### config.mk
export PLATFORM = sky130hd
export DESIGN_NAME = cpu_run_ctrl
export DESIGN_NICKNAME = d
export VERILOG_FILES = /design/src/rtl/cod_pkg.sv /design/src/rtl/cpu_run_ctrl_cycle_counter.sv /design/src/rtl/cpu_run_ctrl.sv
export SDC_FILE = /design/constraint.sdc
export NUM_CORES = 1
export LEC_CHECK = 0
export ABC_AREA = 0
export CAP_MARGIN = 20
export CORE_MARGIN = 2
export CORE_UTILIZATION = 32
export DETAILED_ROUTE_END_ITERATION = 10
export GPL_TIMING_DRIVEN = 0
export SLEW_MARGIN = 20
export SYNTH_ARGS = -nofsm -noshare
export SYNTH_HDL_FRONTEND = slang
export SYNTH_HIERARCHICAL = 1
export SYNTH_SLANG_ARGS = --single-unit
### constraint.sdc
create_clock -name clk -period 3.6 [get_ports clk]
set_clock_uncertainty 0.1 [all_clocks]
set_input_delay 0.36 -clock clk [delete_from_list [all_inputs] [get_ports clk]]
set_output_delay 0.36 -clock clk [all_outputs]
set_load 0.01 [all_outputs]
### src/rtl/cod_pkg.sv
// Shared types for the CPU run controller: run-state encoding and mode values.
// Used by cpu_run_ctrl and its cycle counter.
package cod_pkg;

  typedef enum logic [2:0] {
    S_IDLE,
    S_RESET,
    S_RUN,
    S_PAUSE,
    S_STEP,
    S_FIN
  } run_state_t;

  localparam logic MODE_RUN  = 1'b0;
  localparam logic MODE_STEP = 1'b1;

endpackage

### src/rtl/cpu_run_ctrl_cycle_counter.sv
// Saturating executed-cycle counter with clear and a next-count limit compare.
// LIMIT of zero disables the compare.
module cycle_counter #(
  parameter int CNT_W = 32,
  parameter logic [CNT_W-1:0] LIMIT = '0
) (
  input  logic             clk,
  input  logic             clear,
  input  logic             en,
  output logic [CNT_W-1:0] cnt,
  output logic             lim_hit
);

  logic [CNT_W:0] cnt_inc;

  assign cnt_inc = {1'b0, cnt} + 1'b1;
  assign lim_hit = (LIMIT != '0) && (cnt_inc == {1'b0, LIMIT});

  always_ff @(posedge clk) begin
    if (clear) begin
      cnt <= '0;
    end else if (en && (cnt != '1)) begin
      cnt <= cnt_inc[CNT_W-1:0];
    end
  end

endmodule

### src/rtl/cpu_run_ctrl.sv
// Run controller for the multi-cycle CPU: reset sequencing, enable gating, cycle budget.
// Optional breakpoint support is built when RUN_CTRL_BRK_EN is defined.
module cpu_run_ctrl
  import cod_pkg::*;
#(
  parameter int RST_CYCLES = 2,
  parameter int MAX_CYCLES = 160,
  parameter int CNT_W      = 32,
  parameter int PC_W       = 32
) (
  input  logic             clk,
  input  logic             rst,
  input  logic             start,
  input  logic             abort,
  input  logic             mode,
  input  logic             step,
  input  logic             done_i,
  input  logic [PC_W-1:0]  pc_in,
`ifdef RUN_CTRL_BRK_EN
  input  logic             brk_en,
  input  logic [PC_W-1:0]  brk_pc,
  output logic             brk_hit,
`endif
  output logic             cpu_rst,
  output logic             cpu_en,
  output logic             busy,
  output logic             finished,
  output logic             timeout,
  output logic [CNT_W-1:0] cycle_cnt,
  output logic [PC_W-1:0]  last_pc
);

  localparam int RC_W = $clog2(RST_CYCLES + 1);
  localparam logic [RC_W-1:0] RST_LOAD = RC_W'(RST_CYCLES - 1);

  run_state_t      state;
  logic            run_mode;
  logic [RC_W-1:0] rst_cnt;
  logic            cnt_clr;
  logic            lim_hit;
  logic            start_ok;
  logic            brk_now;

  assign start_ok = start && !abort &&
                    ((state == S_IDLE) || (state == S_FIN));
  assign cnt_clr  = rst || start_ok;

`ifdef RUN_CTRL_BRK_EN
  assign brk_now = brk_en && (pc_in == brk_pc);
`else
  assign brk_now = 1'b0;
`endif

  cycle_counter #(
    .CNT_W (CNT_W),
    .LIMIT (CNT_W'(MAX_CYCLES))
  ) u_cnt (
    .clk     (clk),
    .clear   (cnt_clr),
    .en      (cpu_en),
    .cnt     (cycle_cnt),
    .lim_hit (lim_hit)
  );

  always_ff @(posedge clk) begin
    if (rst) begin
      state    <= S_IDLE;
      run_mode <= MODE_RUN;
      rst_cnt  <= '0;
      cpu_rst  <= 1'b1;
      cpu_en   <= 1'b0;
      busy     <= 1'b0;
      finished <= 1'b0;
      timeout  <= 1'b0;
      last_pc  <= '0;
`ifdef RUN_CTRL_BRK_EN
      brk_hit  <= 1'b0;
`endif
    end else begin
      if (cpu_en) last_pc <= pc_in;
      if (abort) begin
        state   <= S_IDLE;
        cpu_rst <= 1'b1;
        cpu_en  <= 1'b0;
        busy    <= 1'b0;
      end else begin
        unique case (state)
          S_IDLE, S_FIN: begin
            if (start) begin
              state    <= S_RESET;
              run_mode <= mode;
              rst_cnt  <= RST_LOAD;
              cpu_rst  <= 1'b1;
              busy     <= 1'b1;
              finished <= 1'b0;
              timeout  <= 1'b0;
`ifdef RUN_CTRL_BRK_EN
              brk_hit  <= 1'b0;
`endif
            end
          end
          S_RESET: begin
            if (rst_cnt == '0) begin
              cpu_rst <= 1'b0;
              if (run_mode == MODE_STEP) begin
                state <= S_PAUSE;
              end else begin
                state  <= S_RUN;
                cpu_en <= 1'b1;
              end
            end else begin
              rst_cnt <= rst_cnt - 1'b1;
            end
          end
          S_RUN, S_STEP: begin
            // done beats limit, limit beats breakpoint
            if (done_i) begin
              state    <= S_FIN;
              cpu_en   <= 1'b0;
              busy     <= 1'b0;
              finished <= 1'b1;
            end else if (lim_hit) begin
              state   <= S_FIN;
              cpu_en  <= 1'b0;
              busy    <= 1'b0;
              timeout <= 1'b1;
            end else if (state == S_STEP) begin
              state  <= S_PAUSE;
              cpu_en <= 1'b0;
            end else if (brk_now) begin
              state  <= S_PAUSE;
              cpu_en <= 1'b0;
`ifdef RUN_CTRL_BRK_EN
              brk_hit <= 1'b1;
`endif
            end
          end
          S_PAUSE: begin
            if (done_i) begin
              state    <= S_FIN;
              busy     <= 1'b0;
              finished <= 1'b1;
            end else if (step) begin
              state  <= S_STEP;
              cpu_en <= 1'b1;
`ifdef RUN_CTRL_BRK_EN
              brk_hit <= 1'b0;
`endif
            end
          end
          default: begin
            state   <= S_IDLE;
            cpu_rst <= 1'b1;
            cpu_en  <= 1'b0;
            busy    <= 1'b0;
          end
        endcase
      end
    end
  end

endmodule
Yosys cells after proc, flatten, opt, wreduce, memory -nomap -nowiden --
Index checks and enable logic that the tools add are counted.
Operators by class: multiplexer cells 33, equality and inequality tests 20, order comparisons 0, multiply operators 0, bitwise operators 4, reduce and logical (&&, ||, !) cells 23, divide/modulo/power cells 0, add/sub/neg operators 2, shift operators 0
Operator list (count):
- adder 32 x 1 -> 33 bit, second input constant | 1
- equality test 33 x 8 -> 1 bit, second input constant | 1
- inequality test 32 bit, second input constant | 1
- two-way mux 3 bit | 7
- inequality test 2 bit, second input constant | 9
- two-way mux 1 bit | 17
- AND reduction 4 bit | 4
- case mux 3 bit (4 select lines) | 1
- case mux 1 bit (4 select lines) | 2
- equality test 3 x 2 -> 1 bit, second input constant | 2
- equality test 3 bit, second input constant | 2
- inequality test 3 bit, second input constant | 2
- AND reduction 3 bit | 2
- AND reduction 6 bit | 1
- nonzero test 2 bit | 3
- OR reduction 2 bit | 3
- AND reduction 5 bit | 1
- two-way mux 2 bit | 2
- inequality test 4 bit, second input constant | 1
- inverter 1 bit | 4
- case mux 1 bit (2 select lines) | 2
- case mux 2 bit (2 select lines) | 1
- equality test 3 x 1 -> 1 bit, second input constant | 1
- logical AND 1 bit | 3
- 8 further kinds | 9
Word-level totals: memory bits (read-only) 0, logic and storage cells 92, memories 0, output and inout port bits 69, register bits 75, bits in latches 0, input bits 39, memory bits (writable) 0

Logic depth before layout (Yosys ltp) --
Gate-level depths: netlist (run 1).
depth in word-level cells 5, depth in mapped cells 12

Modules after synthesis --
Netlist (run 1), hierarchy kept.
By module, submodules not included:
- cycle_counter | cells an instance 269, area an instance 2102.0 sq um, times used 1, seq. area each 640.6 sq um
- cpu_run_ctrl | cells an instance 208, area an instance 2003.2 sq um, times used 1, seq. area each 860.8 sq um

Least setup slack after synthesis (run 1) --
Ideal clock, no wire load.
kind register -> register, from register u_cnt.cnt[0], to register state[1], data required time 3.380 ns, path buffers 1, arrival time 3.255 ns, slack 0.126 ns, cell stages (with the launch flop) 13, cells stage by stage dfxtp_1 > ha_1 > nand4_2 > or3_1 > clkbuf_1 > nor4_2 > xnor2_1 > nand4_1 > nor4_1 > nor4b_2 > o21bai_4 > nand3_4 > o31a_1
Between the ends: word-level cells in the longest chain between the ends 5
Ends and longest elaborated chain:
- start, declared | line cpu_run_ctrl_cycle_counter.sv:10 | output logic [CNT_W-1:0] cnt,
- start signal, assigned | line cpu_run_ctrl_cycle_counter.sv:23 | cnt <= cnt_inc[CNT_W-1:0];
- adder 32 x 1 -> 33 bit (*) | line cpu_run_ctrl_cycle_counter.sv:16 | assign cnt_inc = {1'b0, cnt} + 1'b1;
- equality test 33 x 8 -> 1 bit (*) | line cpu_run_ctrl_cycle_counter.sv:17 | assign lim_hit = (LIMIT != '0) && (cnt_inc == {1'b0, LIMIT});
- net lim_hit | line cpu_run_ctrl.sv:40 | logic lim_hit;
- two-way mux 3 bit | line cpu_run_ctrl.sv:122 | end else if (lim_hit) begin
- two-way mux 3 bit | line cpu_run_ctrl.sv:117 | if (done_i) begin
- case mux 3 bit (4 select lines) | line cpu_run_ctrl.sv:87 | unique case (state)
- end signal, assigned | line cpu_run_ctrl.sv:90 | state <= S_RESET;
- end signal, assigned | line cpu_run_ctrl.sv:118 | state <= S_FIN;
- end signal, assigned | line cpu_run_ctrl.sv:123 | state <= S_FIN;
- end, declared | line cpu_run_ctrl.sv:36 | run_state_t state;
Mark *: on every way through the listed nets, which the timed path passes. The rest lies on a longest branch. A chain may end at the register's enable or synchronous reset.

Worst setup path in the final report (run 1) --
from register u_cnt.cnt[1], to register state[1]
Same word-level chain as after synthesis.

==> qor.yml, run 1 <==
drtAntennaViolNets: 0
port_buffers: 105
cts_buffers: 9
hold_ws_ns: 0.269
yosysWarnings: 6
cp.arrival_ns: 3.63
top_usage_layer: "met2"
synth_ff_type: "dfxtp_1"
end_kind: "flip-flop"
synth_cells: 477
worst_slack_ns: 0.103
crit_path_max_fanout: 10
synth_area_leaders: "dfxtp_1 (37%), mux2i_1 (9.0%), nor2_1 (7.8%)"
clock_latency_ns: 0.35
core_region_area_um2: 12600
crit_buf_inv: 1
routed_via_density: 4.96
cp.depth: 12
syn_area_um2: 4110
fin_util: 0.459
dp_slack_ns: -0.624
slew_headroom: 0.538
n_antenna_cell: 0
worst_path_dominant_cell_family: "simple AND/OR/NAND/NOR gates"
grt_pass1_vias: 3591
detail_route.first_pass.iterations: 5
drive_gt1_frac: 0.105
worstPathRequired_ns: 3.74
fp.dieArea_um2: 13800
met3_usage: 0.0654
grt_overflow_total: 0
r2r_setup_slack_ns: 0.10
syn_nets: 518
htreeDepth: 3
netlist-cell-type-count: 64
synth.avg_cell_area_um2: 8.61
synth_top_area_frac: 0.366
yosys.area.top_type: "dfxtp_1"
first_iter_violations: 258
synth-async-reset-ratio: 0
vias: 3828
final_cell_count_no_fill: 771
initial_utilization: 0.327
ctsHoldBuffers: 0
tightest_slew_ns: 0.687
grt_max_degree: 15
critPathMostFrequentCell: "nor4_4"
ys_ff_latch: 75
r2r_start: "u_cnt/cnt[1]$_SDFFE_PP0P_"
crit_path_end: "state[1]$_SDFFE_PP0P_"
cts_tree: "yes"
outcome: "finished clean"
fmax_mhz: 286
synth_commonest_cells: "nor2_1 (85), dfxtp_1 (75), mux2i_1 (37)"
power_mw: 1.93
met2_usage: 0.264
grt_pass1_wl_um: 18200
hold_path_class: "in -> reg"
crit_type: "reg -> reg"
power_per_cell_area_nw_per_um2: 335
use_met1: 0.215
dieHeight_um: 117
std_cell_rows: 41
grt_use_total: 0.173
drc: 0
worstRegToRegCells: 12
cp_slowest_cell: "or3_1"
wl_per_cell_um: 14.9
r2r-end: "state[1]$_SDFFE_PP0P_"
antenna_found_initial: 0
cts_root_buf: "clkbuf_16"
chipWidth_um: 117
hold_viol: 0
place_inst: 754
setup_viol: 0
hpwl_um: 8570
cp-start-kind: "flip-flop"
finalWirelength_um: 11500
synth-edff-count: 0
clkTransAtPathRegs_ns: 0.06
timing.critical_path.from: "u_cnt/cnt[1]$_SDFFE_PP0P_"
crit_chain: "ha_4 -> nand4_4 -> or3_1 -> clkbuf_4 -> nor4_4 -> xnor2_1 -> nand4_1 -> nor4_4 -> nor4b_2 -> o21bai_4 -> nand3_4 -> o31a_1"
routabilityCongestion: 0.877
final.period_utilization: 0.971
drv_slew: 0
clock_sinks: 75
max_cap_viol_count: 0
clock_path_buffers: 2
ir_drop_mv: 0.210
leakage_nw: 1.99
area_growth_pct: 40.5
finalNetCount: 635
max_stage_delay_ns: 0.44
min_period_ns: 3.50
ios: 108
synth.most_common_cell: "nor2_1"
ys_seq_area_frac: 0.366
## kinds of logic after synthesis
family                     synth area share
muxes                                0.0930
and+or+nand+nor                       0.311
DFF                                   0.366
adders and majority gates           0.00609
AOI/OAI and AO/OA                    0.0732
xor gates and xnor gates             0.0960
buffers and inverters                0.0552
## tightest hold or removal path, cell delays in order
cell	delay, ns
clkbuf_8	0.14
a211oi_1	0.06
o21ai_0	0.12
## registers in the layout, summed over array words and instances (netlist names)
register and count:
busy 1, cpu_en 1, cpu_rst 1, finished 1
last_pc 32, rst_cnt 2, run_mode 1, state 3
timeout 1, u_cnt/cnt 32
## metal layers
layer	wire length [µm]	vias up
met4	285	0
li1	-	1924
met5	0	-
met1	5080	1735
met2	5040	147
met3	1110	22
## layout by cell type, fill, tap and decap left out, types with 10 or more instances in the layout
cell type | netlist | layout
nand3_1 | 33 | 32
nand2_1 | 21 | 21
clkdlybuf4s50_1 | 0 | 105
dfxtp_1 | 75 | 74
nor3_1 | 13 | 12
clkbuf_1 | 12 | 11
nand2b_1 | 10 | 10
mux2i_1 | 37 | 37
xor2_1 | 36 | 36
nand4_1 | 21 | 21
nor2_1 | 85 | 85
## worst min path at each step
stage	start	to	slack, ns	depth (start not counted)
after CTS	start	cpu_rst$_SDFFE_PP1P_	0.26	3
after floorplan	rst_cnt[1]$_SDFFE_PP0P_	rst_cnt[1]$_SDFFE_PP0P_	0.35	2
after detailed placement	last_pc[2]$_SDFFE_PP0P_	last_pc[2]$_SDFFE_PP0P_	0.38	2
after global routing	start	state[2]$_SDFFE_PP0P_	0.29	3
after global placement	rst_cnt[1]$_SDFFE_PP0P_	rst_cnt[1]$_SDFFE_PP0P_	0.37	2
final	start	cpu_rst$_SDFFE_PP1P_	0.27	3
## power by group
part           internal [mW]  switching, mW
Sequential             0.838        0.00504
Combinational         0.0873         0.0775
Clock                  0.540          0.384
Total                   1.47          0.467
## per-stage QoR
step,cell area [µm²],TNS [ns]
after floorplan,4110,0
after global placement,5370,-2.45
after detailed placement,5370,-2.66
after CTS,5720,0
after global routing,5770,-0.00181
final,5770,0
## cell type report
cell class | instances | area, µm²
buffer | 34 | 219
multi-input combinational | 365 | 2460
fill | 1211 | 6800
clock buffer | 9 | 225
tap | 172 | 215
timing repair buffer | 106 | 1060
sequential | 75 | 1500
inverter | 3 | 11.3
clock inverter | 7 | 76.3
## what timing repair did
action,CTS,global route
setup buffers,1,0
endpoints found under the hold margin,0,0
endpoints found under the setup margin,6,3
gates cloned,0,0
resized for setup,7,8
pin swaps,1,1
(Power assumes the default switching activity.)
==> inputs of run 2 (changes only) <==
--- a/config.mk
+++ b/config.mk
@@ -6,11 +6,11 @@
 export NUM_CORES = 1
 export LEC_CHECK = 0
 export ABC_AREA = 0
-export CAP_MARGIN = 20
 export CORE_MARGIN = 2
 export CORE_UTILIZATION = 32
 export DETAILED_ROUTE_END_ITERATION = 10
 export GPL_TIMING_DRIVEN = 0
+export MAX_ROUTING_LAYER = met4
 export SLEW_MARGIN = 20
 export SYNTH_ARGS = -nofsm -noshare
 export SYNTH_HDL_FRONTEND = slang
==> run 2 against run 1 <==
  * Core utilization down 0.29 points
  * Combinational power about the same
  * Critical path depth unchanged
  * Worst setup slack worse by 0.012 ns
  * Sequential power about the same
  * Sequential share of layout area up 0.21 points
  * Power down 4.9%
  * Largest cell class unchanged
==> qor.yml, run 2 (synthesized netlist as in run 1, its figures left out) <==
core_region_area_um2: 12600
initial_utilization: 0.327
tightest_slew_ns: 0.690
hold_ws_ns: 0.278
htreeDepth: 3
max_cap_viol_count: 0
fp.dieArea_um2: 13800
final_area_um2: 5730
first_iter_violations: 250
hpwl_um: 8700
final.period_utilization: 0.975
clock_path_buffers: 2
grt_pass1_wl_um: 19000
worstPathRequired_ns: 3.73
grt_overflow_total: 0
cp.arrival_ns: 3.64
clock_sinks: 75
grt_use_total: 0.185
chipWidth_um: 117
drv_slew: 0
finalNetCount: 633
worst_slack_ns: 0.0916
area_growth_pct: 39.7
crit_path_max_fanout: 10
min_period_ns: 3.51
std_cell_rows: 41
cts_tree: "yes"
slew_headroom: 0.536
n_antenna_cell: 0
cp-start-kind: "flip-flop"
nFillCells: 1250
dieHeight_um: 117
wl_per_cell_um: 15.3
drive_gt1_frac: 0.109
setup_viol: 0
clkTransAtPathRegs_ns: 0.06
fmax_mhz: 285
cts_root_buf: "clkbuf_16"
routabilityCongestion: 0.905
drc: 0
ctsHoldBuffers: 0
finalWirelength_um: 11800
most-common-layout-cells: "clkdlybuf4s50_1 (105), nor2_1 (85), dfxtp_1 (72)"
grt_max_degree: 14
detail_route.first_pass.iterations: 4
hold_path_class: "in -> reg"
end_kind: "flip-flop"
crit_type: "reg -> reg"
ir_drop_mv: 0.272
outcome: "finished clean"
hold_viol: 0
routed_via_density: 5.05
dp_slack_ns: -0.637
grt_pass1_vias: 3773
placed_cell_area_um2: 5370
leakage_nw: 1.97
clock_latency_ns: 0.34
power_per_cell_area_nw_per_um2: 320
power_mw: 1.84
drtAntennaViolNets: 0
antenna_found_initial: 0
reg_top3: "last_pc x32, u_cnt/cnt x32, state x3"
port_buffers: 105
ios: 108
cts_buffers: 9
final_common_cell: "clkdlybuf4s50_1"
rsz0062_at_grt: "false"
vias: 3882
[run 2: worst paths after layout]
path	startpoint	end	slack, ns	cells past startpoint
hold / removal	start	cpu_rst$_SDFFE_PP1P_	0.28	3
setup / recovery	u_cnt/cnt[6]$_SDFFE_PP0P_	busy$_SDFFE_PP0P_	0.09	12
hold reg to reg	rst_cnt[1]$_SDFFE_PP0P_	rst_cnt[1]$_SDFFE_PP0P_	0.38	2
setup reg to reg	u_cnt/cnt[6]$_SDFFE_PP0P_	busy$_SDFFE_PP0P_	0.09	12
[run 2: per-stage QoR]
step | setup TNS [ns] | utilization | instances
6_report | 0 | 0.456 | 769
5_1_grt | 0 | 0.456 | 769
3_5_place_dp | -2.74 | 0.427 | 754
4_1_cts | 0 | 0.453 | 771
3_3_place_gp | -2.48 | 0.427 | 754
2_1_floorplan | 0 | - | 477
[run 2: area by class of cell]
class	count	area (µm²)	area share
multi-input cells	365	2460	0.429
repair buffers	106	1060	0.185
clock inverters	6	42.5	0.00742
well taps	172	215	0.0375
clock buffers	10	229	0.0399
inverters	3	11.3	0.00196
flip-flops and latches	75	1510	0.263
plain buffers	32	211	0.0369
[run 2: power breakdown]
| group | switching, mW | internal, mW | leakage (nW) | total (mW) |
|---|---|---|---|---|
| logic | 0.0778 | 0.0869 | 1.24 | 0.165 |
| registers | 0.00518 | 0.839 | 0.606 | 0.844 |
| clock network | 0.362 | 0.466 | 0.128 | 0.829 |
[run 2: per-layer routing]
metal  share of wire  global-route usage
met1            0.46               0.233
met2            0.47               0.279
met3           0.061              0.0469
met4           0.016              0.0816
met5               0                   -
[run 2: critical path, stage by stage, from the launching register on]
cell and delay (ns):
dfxtp_1 0.32, buf_2 0.19, nand4_2 0.24, or3_4 0.47, clkbuf_4 0.22, nor4_4 0.35
xnor2_1 0.19, nand4_1 0.19, nor4_4 0.38, nor2_1 0.14, a22oi_1 0.25, o21ai_0 0.12
o221a_1 0.24
[run 2: repair_timing]
item | CTS | global route
endpoints found under the setup margin | 6 | 4
gates resized for setup | 8 | 9
buffers inserted | 1 | 0
pin swaps | 1 | 1
